File: src/rtl/memory_access_unit.sv
// Memory-stage load/store unit: drives a simple req/ack bus, stalls the pipeline
// while a transaction is outstanding, and formats load data into readdata_m.
// Optional feature: define MISALIGN_EXC_EN to flag misaligned half/word accesses
// instead of issuing them.
module memory_access_unit (
  input  logic        clk,
  input  logic        reset,
  input  logic        memread_m,
  input  logic        memwrite_m,
  input  logic [1:0]  size_m,
  input  logic        unsigned_m,
  input  logic [31:0] aluout_m,
  input  logic [31:0] writedata_m,
  output logic        mem_req,
  output logic        mem_we,
  output logic [31:0] mem_addr,
  output logic [3:0]  mem_be,
  output logic [31:0] mem_wdata,
  input  logic        mem_ack,
  input  logic [31:0] mem_rdata,
  output logic [31:0] readdata_m,
  output logic        stall_m,
  output logic        exc_misalign_m
);

  localparam logic [1:0] IDLE = 2'd0;
  localparam logic [1:0] WAIT = 2'd1;
  localparam logic [1:0] DONE = 2'd2;

  logic [1:0]  state_q, state_d;
  logic        access;
  logic        misaligned;
  logic        start;
  logic        load_capture;
  logic [7:0]  load_byte;
  logic [15:0] load_half;
  logic [31:0] load_data;

  assign access = memread_m | memwrite_m;

`ifdef MISALIGN_EXC_EN
  // Half needs addr[0]=0; word (size 10 or 11) needs addr[1:0]=00.
  assign misaligned = ((size_m == 2'b01) && aluout_m[0]) ||
                      (size_m[1] && (aluout_m[1:0] != 2'b00));
  assign exc_misalign_m = ~reset & (state_q == IDLE) & access & misaligned;
`else
  assign misaligned     = 1'b0;
  assign exc_misalign_m = 1'b0;
`endif

  // A new access is only recognised in IDLE; DONE ignores the still-present access.
  assign start   = (state_q == IDLE) & access & ~misaligned;
  assign mem_req = ~reset & (start | (state_q == WAIT));
  assign stall_m = mem_req;
  assign mem_we  = mem_req & memwrite_m;
  assign mem_addr = {aluout_m[31:2], 2'b00};

  // Store wins over load when both are asserted, so no capture then.
  assign load_capture = mem_req & mem_ack & memread_m & ~memwrite_m;

  // Next-state logic for the request FSM.
  always_comb begin
    state_d = state_q;
    unique case (state_q)
      IDLE:    if (start) state_d = mem_ack ? DONE : WAIT;
      WAIT:    if (mem_ack) state_d = DONE;
      DONE:    state_d = IDLE;
      default: state_d = IDLE;
    endcase
  end

  // Byte-enable generation from size and address low bits.
  always_comb begin
    mem_be = 4'b0000;
    if (mem_req) begin
      unique case (size_m)
        2'b00:   mem_be = 4'b0001 << aluout_m[1:0];
        2'b01:   mem_be = aluout_m[1] ? 4'b1100 : 4'b0011;
        default: mem_be = 4'b1111;
      endcase
    end
  end

  // Store data replicated across lanes so the enabled lanes carry the right bytes.
  always_comb begin
    unique case (size_m)
      2'b00:   mem_wdata = {4{writedata_m[7:0]}};
      2'b01:   mem_wdata = {2{writedata_m[15:0]}};
      default: mem_wdata = writedata_m;
    endcase
  end

  // Lane extraction and sign/zero extension of the returned word.
  always_comb begin
    unique case (aluout_m[1:0])
      2'b00:   load_byte = mem_rdata[7:0];
      2'b01:   load_byte = mem_rdata[15:8];
      2'b10:   load_byte = mem_rdata[23:16];
      default: load_byte = mem_rdata[31:24];
    endcase
    load_half = aluout_m[1] ? mem_rdata[31:16] : mem_rdata[15:0];
    unique case (size_m)
      2'b00:   load_data = {{24{~unsigned_m & load_byte[7]}}, load_byte};
      2'b01:   load_data = {{16{~unsigned_m & load_half[15]}}, load_half};
      default: load_data = mem_rdata;
    endcase
  end

  // FSM state register.
  always_ff @(posedge clk or posedge reset) begin
    if (reset) state_q <= IDLE;
    else       state_q <= state_d;
  end

  // Load result register; holds through stores, non-memory ops and stalls.
  always_ff @(posedge clk or posedge reset) begin
    if (reset)             readdata_m <= 32'h0;
    else if (load_capture) readdata_m <= load_data;
  end

endmodule

File: config.mk
export PLATFORM = sky130hd
export DESIGN_NAME = memory_access_unit
export DESIGN_NICKNAME = d
export VERILOG_FILES = /design/src/rtl/memory_access_unit.sv
export SDC_FILE = /design/constraint.sdc
export NUM_CORES = 1
export LEC_CHECK = 0
export BUFFER_PORTS_ARGS = -buffer_cell sky130_fd_sc_hd__buf_4
export CAP_MARGIN = 40
export CORE_UTILIZATION = 35
export DETAILED_ROUTE_END_ITERATION = 8
export GPL_TIMING_DRIVEN = 0
export PLACE_DENSITY = 0.75
export SYNTH_ARGS = -nofsm -noshare
export SYNTH_HDL_FRONTEND = slang
export SYNTH_SLANG_ARGS = --single-unit
export TNS_END_PERCENT = 30
File: constraint.sdc
create_clock -name clk -period 1.5 [get_ports clk]
set_input_delay 0.3 -clock clk [delete_from_list [all_inputs] [get_ports clk]]
set_output_delay 0.3 -clock clk [all_outputs]
set_load 0.005 [all_outputs]
# [Yosys cells after proc, flatten, opt, wreduce, memory -nomap -nowiden]
# Index checks and enable logic that the tools add are counted.
[op_classes] eq_ne=6 shift=1 mux=11 bitwise_logic=13 n_reduce_logical=4
[ops] operator="32-bit one-hot mux with 2 select lines" count=2
[ops] operator="8-bit one-hot mux with 3 select lines" count=1
[ops] operator="16-bit 2-to-1 mux" count=1
[ops] operator="1-bit bitwise AND" count=8
[ops] operator="4-bit 2-to-1 mux" count=2
[ops] operator="4-bit one-hot mux with 2 select lines" count=1
[ops] operator="2-bit by 1-bit equality test with 1-bit output (second input constant)" count=3
[ops] operator="2-bit zero test" count=3
[ops] operator="2-bit 2-to-1 mux" count=3
[ops] operator="2-bit != test (second input constant)" count=2
[ops] operator="2-bit one-hot mux with 2 select lines" count=1
[ops] operator="1-bit by 2-bit << shifter with 4-bit output (first input constant)" count=1
[ops] operator="1-bit inverter" count=3
[ops] operator="2-bit equality test (second input constant)" count=1
[ops] operator="1-bit bitwise OR" count=2
[ops] operator="2-bit AND reduction" count=1
[totals] reg_bits=34 in_bits=104 output_inout_bits=104 word_cells=37

# [Logic depth before layout (Yosys ltp)]
[logic_depth] depth_word=7 depth_mapped=6 ltp_nobuf=4

# [Worst setup path after synthesis]
# OpenSTA, ideal clock, no wires.
[synth_timing] path_kind="register to register" start="register state_q[1]" end="register readdata_m[0]" setup_time_ps=125 t_arrival_ps=1481 slack_ps=-106 stages_incl_launch_ff=5 n_path_buf=2 path_cell_list="dfrtp_1 > nor4_2 > buf_4 > buf_4 > mux2_2"
[synth_via] elab_chain_len=7 word_cells_on_any_way=8 cone_classes="1 x eq/ne; 6 x bitwise; 1 x reduce/logical"
[synth_lines] element="start, declared" line="30" source="logic [1:0] state_q, state_d;"
[synth_lines] element="start signal, assigned" line="112" source="else state_q <= state_d;"
[synth_lines] element="2-bit zero test" line="52" source="assign start = (state_q == IDLE) & access & ~misaligned;"
[synth_lines] element="1-bit bitwise AND" line="52"
[synth_lines] element="1-bit bitwise OR *" line="53" source="assign mem_req = ~reset & (start | (state_q == WAIT));"
[synth_lines] element="1-bit bitwise AND *" line="53"
[synth_lines] element="1-bit bitwise AND * (3 in a row)" line="59" source="assign load_capture = mem_req & mem_ack & memread_m & ~memwrite_m;"
[synth_lines] element="end signal, assigned" line="118" source="else if (load_capture) readdata_m <= load_data;"
[synth_lines] element="end, declared" line="21" source="output logic [31:0] readdata_m,"
# Mark *: on every way between the ends. The rest lies on a longest branch, timed or not.
# A chain may end at the register's enable or synchronous reset.

# [Worst setup path in the final report]
[layout_timing] start="register state_q[0]" end="output port mem_be[2]"
[layout_via] elab_chain_len=5 word_cells_on_any_way=6 cone_classes="1 x eq/ne; 1 x mux; 3 x bitwise; 1 x reduce/logical"
[layout_lines] element="2-bit zero test" line="52"
[layout_lines] element="1-bit bitwise AND" line="52"
[layout_lines] element="1-bit bitwise OR *" line="53"
[layout_lines] element="1-bit bitwise AND *" line="53"
[layout_lines] element="4-bit 2-to-1 mux *" line="75" source="if (mem_req) begin"
[layout_lines] element="end, declared" line="17" source="output logic [3:0] mem_be,"
# Marked as above.

==> results.py <==
metrics = {
    "die": {
        "core_um2": 7330,
        "die_h_um": 89.7,
        "pin_count": 208,
        "die-area_um2": 8050,
        "num_rows": 31,
        "die_w_um": 89.7,
        "initial_core_util": 0.367,
    },
    "clock_tree": {
        "clkTransAtPathRegs_ns": 0.07,
        "cts_hold_buf": 0,
        "clkSinkCount": 34,
        "cts_buffer_depth": 2,
        "h-tree-depth": 2,
        "clk_latency_ns": 0.29,
        "cts_tree": "yes",
        "cts_made_buffers": 5,
        "cts_root_buf": "clkbuf_8",
    },
    "yosys": {
        "async_flop_share": 1.00,
        "syn_avg_cell_area_um2": 9.01,
        "yosysSeqAreaShare": 0.316,
        "synth_top_area_share": 0.316,
        "syn_area_um2": 2690,
        "synthCells": 299,
        "yosys_warnings": 0,
        "synthTopCellsByArea": "dfrtp_1, buf_4, mux2_2, mux2i_1, nand2_1",
        "ys.flop_type": "dfrtp_1",
        "synth-edff-count": 0,
        "synth.largest_area_cell": "dfrtp_1",
        "synthDistinctLibCells": 45,
        "synth-seq-cells": 34,
    },
    "min_path": {
        "worstHoldStart": "mem_ack",
        "hold_path_class": "input pin to flop",
        "hold_end": "state_q[0]$_DFFE_PP0P_",
        "holdPathStages": 2,
    },
    "grt": {
        "grt_pass1_vias": 2925,
        "antenna_found_initial": 0,
        "grt_pass1_wl_um": 15400,
        "track_usage": 0.237,
        "grt_overflow": 0,
        "grt_max_degree": 20,
    },
    "sta": {
        "fin_crit_sh": 1.18,
        "rsz0062_at_grt": "yes",
        "setup-violations-final": 47,
        "skew_ns": 0.00321,
        "min_period_ns": 1.77,
        "slew_headroom": 0.435,
        "setup_ws_ns": -0.266,
        "tightest_slew_ns": 0.847,
        "drv_slew": 0,
        "finalHoldViolCount": 0,
        "fmaxAchievable_mhz": 566,
    },
    "setup_path": {
        "endpoint_kind": "output port",
        "r2r-start": "state_q[1]$_DFFE_PP0P_",
        "crit_type": "flop to output port",
        "r2r.worst_path.cells": 4,
        "ff2ff_setup_slack_ns": -0.13,
        "startpoint_type": "flop",
        "crit_arrival_ns": 1.47,
        "cp.required_ns": 1.20,
        "path_max_fanout": 5,
        "timing.rr.end": "readdata_m[8]$_DFFE_PP0P_",
    },
    "layout": {
        "n_antenna_cell": 0,
        "nets": 600,
        "syn2layout_area_growth_pct": 72.4,
        "drive_gt1_frac": 0.634,
        "final_core_util": 0.633,
        "final_common_cell": "buf_4",
        "fin_area_um2": 4640,
        "layout_common_cells": "buf_4, dfrtp_1, nand2_1",
        "fillerInstances": 624,
    },
    "drt": {
        "first_iter_violations": 279,
        "viasPerCell": 5.10,
        "dr.pass1.iters": 5,
        "routed_wl_um": 10200,
        "avgRoutedWirePerCell_um": 17.1,
        "antenna_left": 0,
        "vias": 3040,
        "drc": 0,
    },
    "placement": {
        "place_ws_ns": -0.639,
        "place_area_um2": 4160,
        "routabilityCongestion": 0.858,
        "place_hpwl_um": 7720,
        "io_buffers": 172,
    },
    "power_and_ir_drop": {
        "power.total_uw": 3480,
        "ir_drop_mv": 0.582,
        "powerDensity_nw_per_um2": 751,
        "p_leak_uw": 0.00244,
    },
    "status": {
        "status": "finished with violations",
        "violations": "setup timing",
    },
    "run": {
        "cap_violations": 0,
    },
}
## logic make-up after synthesis
logic type             synth area share
AND/OR/NAND/NOR                   0.187
flip-flops                        0.316
buffers and inverters             0.177
other                           0.00139
AO/OA/AOI/OAI                     0.165
multiplexers                      0.153
## routing by layer
layer	vias up	part of all wire	track usage
li1	1408	-	-
met1	1455	0.40	0.296
met2	160	0.52	0.418
met3	17	0.073	0.0499
met4	0	0.014	0.0533
met5	-	0	0
## report_power, final
part           switching (uW)  leakage (uW)  internal, uW
logic                     571       0.00196           927
clock network             343     0.0000482           370
registers                 150      0.000432          1120
## layout make-up
cell class              instances  area, um2  share of cell area
plain buffers                  62        512               0.110
clock buffers                   7       86.3              0.0186
clock inverters                 1       5.00             0.00108
inverters                      11       41.3             0.00889
multi-input cells             193       1500               0.324
flip-flops and latches         34        851               0.183
well taps                      99        124              0.0267
repair buffers                189       1520               0.327
## through the flow
stage	instances	hold slack, ns	TNS (ns)
4_1_cts	585	0.171	-5.55
5_1_grt	596	0.180	-5.58
3_5_place_dp	573	0.477	-15.87
3_3_place_gp	572	0.468	-17.63
2_1_floorplan	301	0.371	-0.149
6_report	596	0.177	-3.86
## registers in the layout, summed over array words and instances, names as in the netlist
name / count
readdata_m: 32
state_q: 2
## synthesized netlist by cell type (all sizes together), types with 2 or more instances
cell,count
a21oi,5
a222oi,4
a22o,6
a22oi,2
and2,3
buf,56
clkbuf,7
dfrtp,34
inv,11
mux2,20
mux2i,17
nand2,34
nand2b,2
nand3,32
nor2,3
nor2b,4
nor3,6
o21a,6
o21ai,24
o221a,3
o22ai,4
o311ai,2
or3,3
## worst max path at each step
stage,to,slack [ns],start,cells past startpoint
4_1_cts,mem_be[2],-0.28,state_q[1]$_DFFE_PP0P_,3
2_1_floorplan,mem_wdata[24],-0.02,size_m[1],5
5_1_grt,mem_be[2],-0.28,state_q[0]$_DFFE_PP0P_,4
3_5_place_dp,mem_wdata[25],-0.64,size_m[1],6
3_3_place_gp,mem_wdata[25],-0.60,size_m[1],6
6_report,mem_be[2],-0.27,state_q[0]$_DFFE_PP0P_,4
## critical path, stage by stage (launching register included)
cell and delay (ns):
dfrtp_1 0.34, nor3_2 0.05, or3_4 0.44, a211oi_2 0.19
buf_4 0.15
## what timing repair did
action / CTS / global route
cloned: 0 / 3
pin swaps: 5 / 19
setup buffers: 4 / 9
resized for setup: 50 / 34
setup endpoints to repair: 61 / 61
Power figures use the tool's default switching activity.
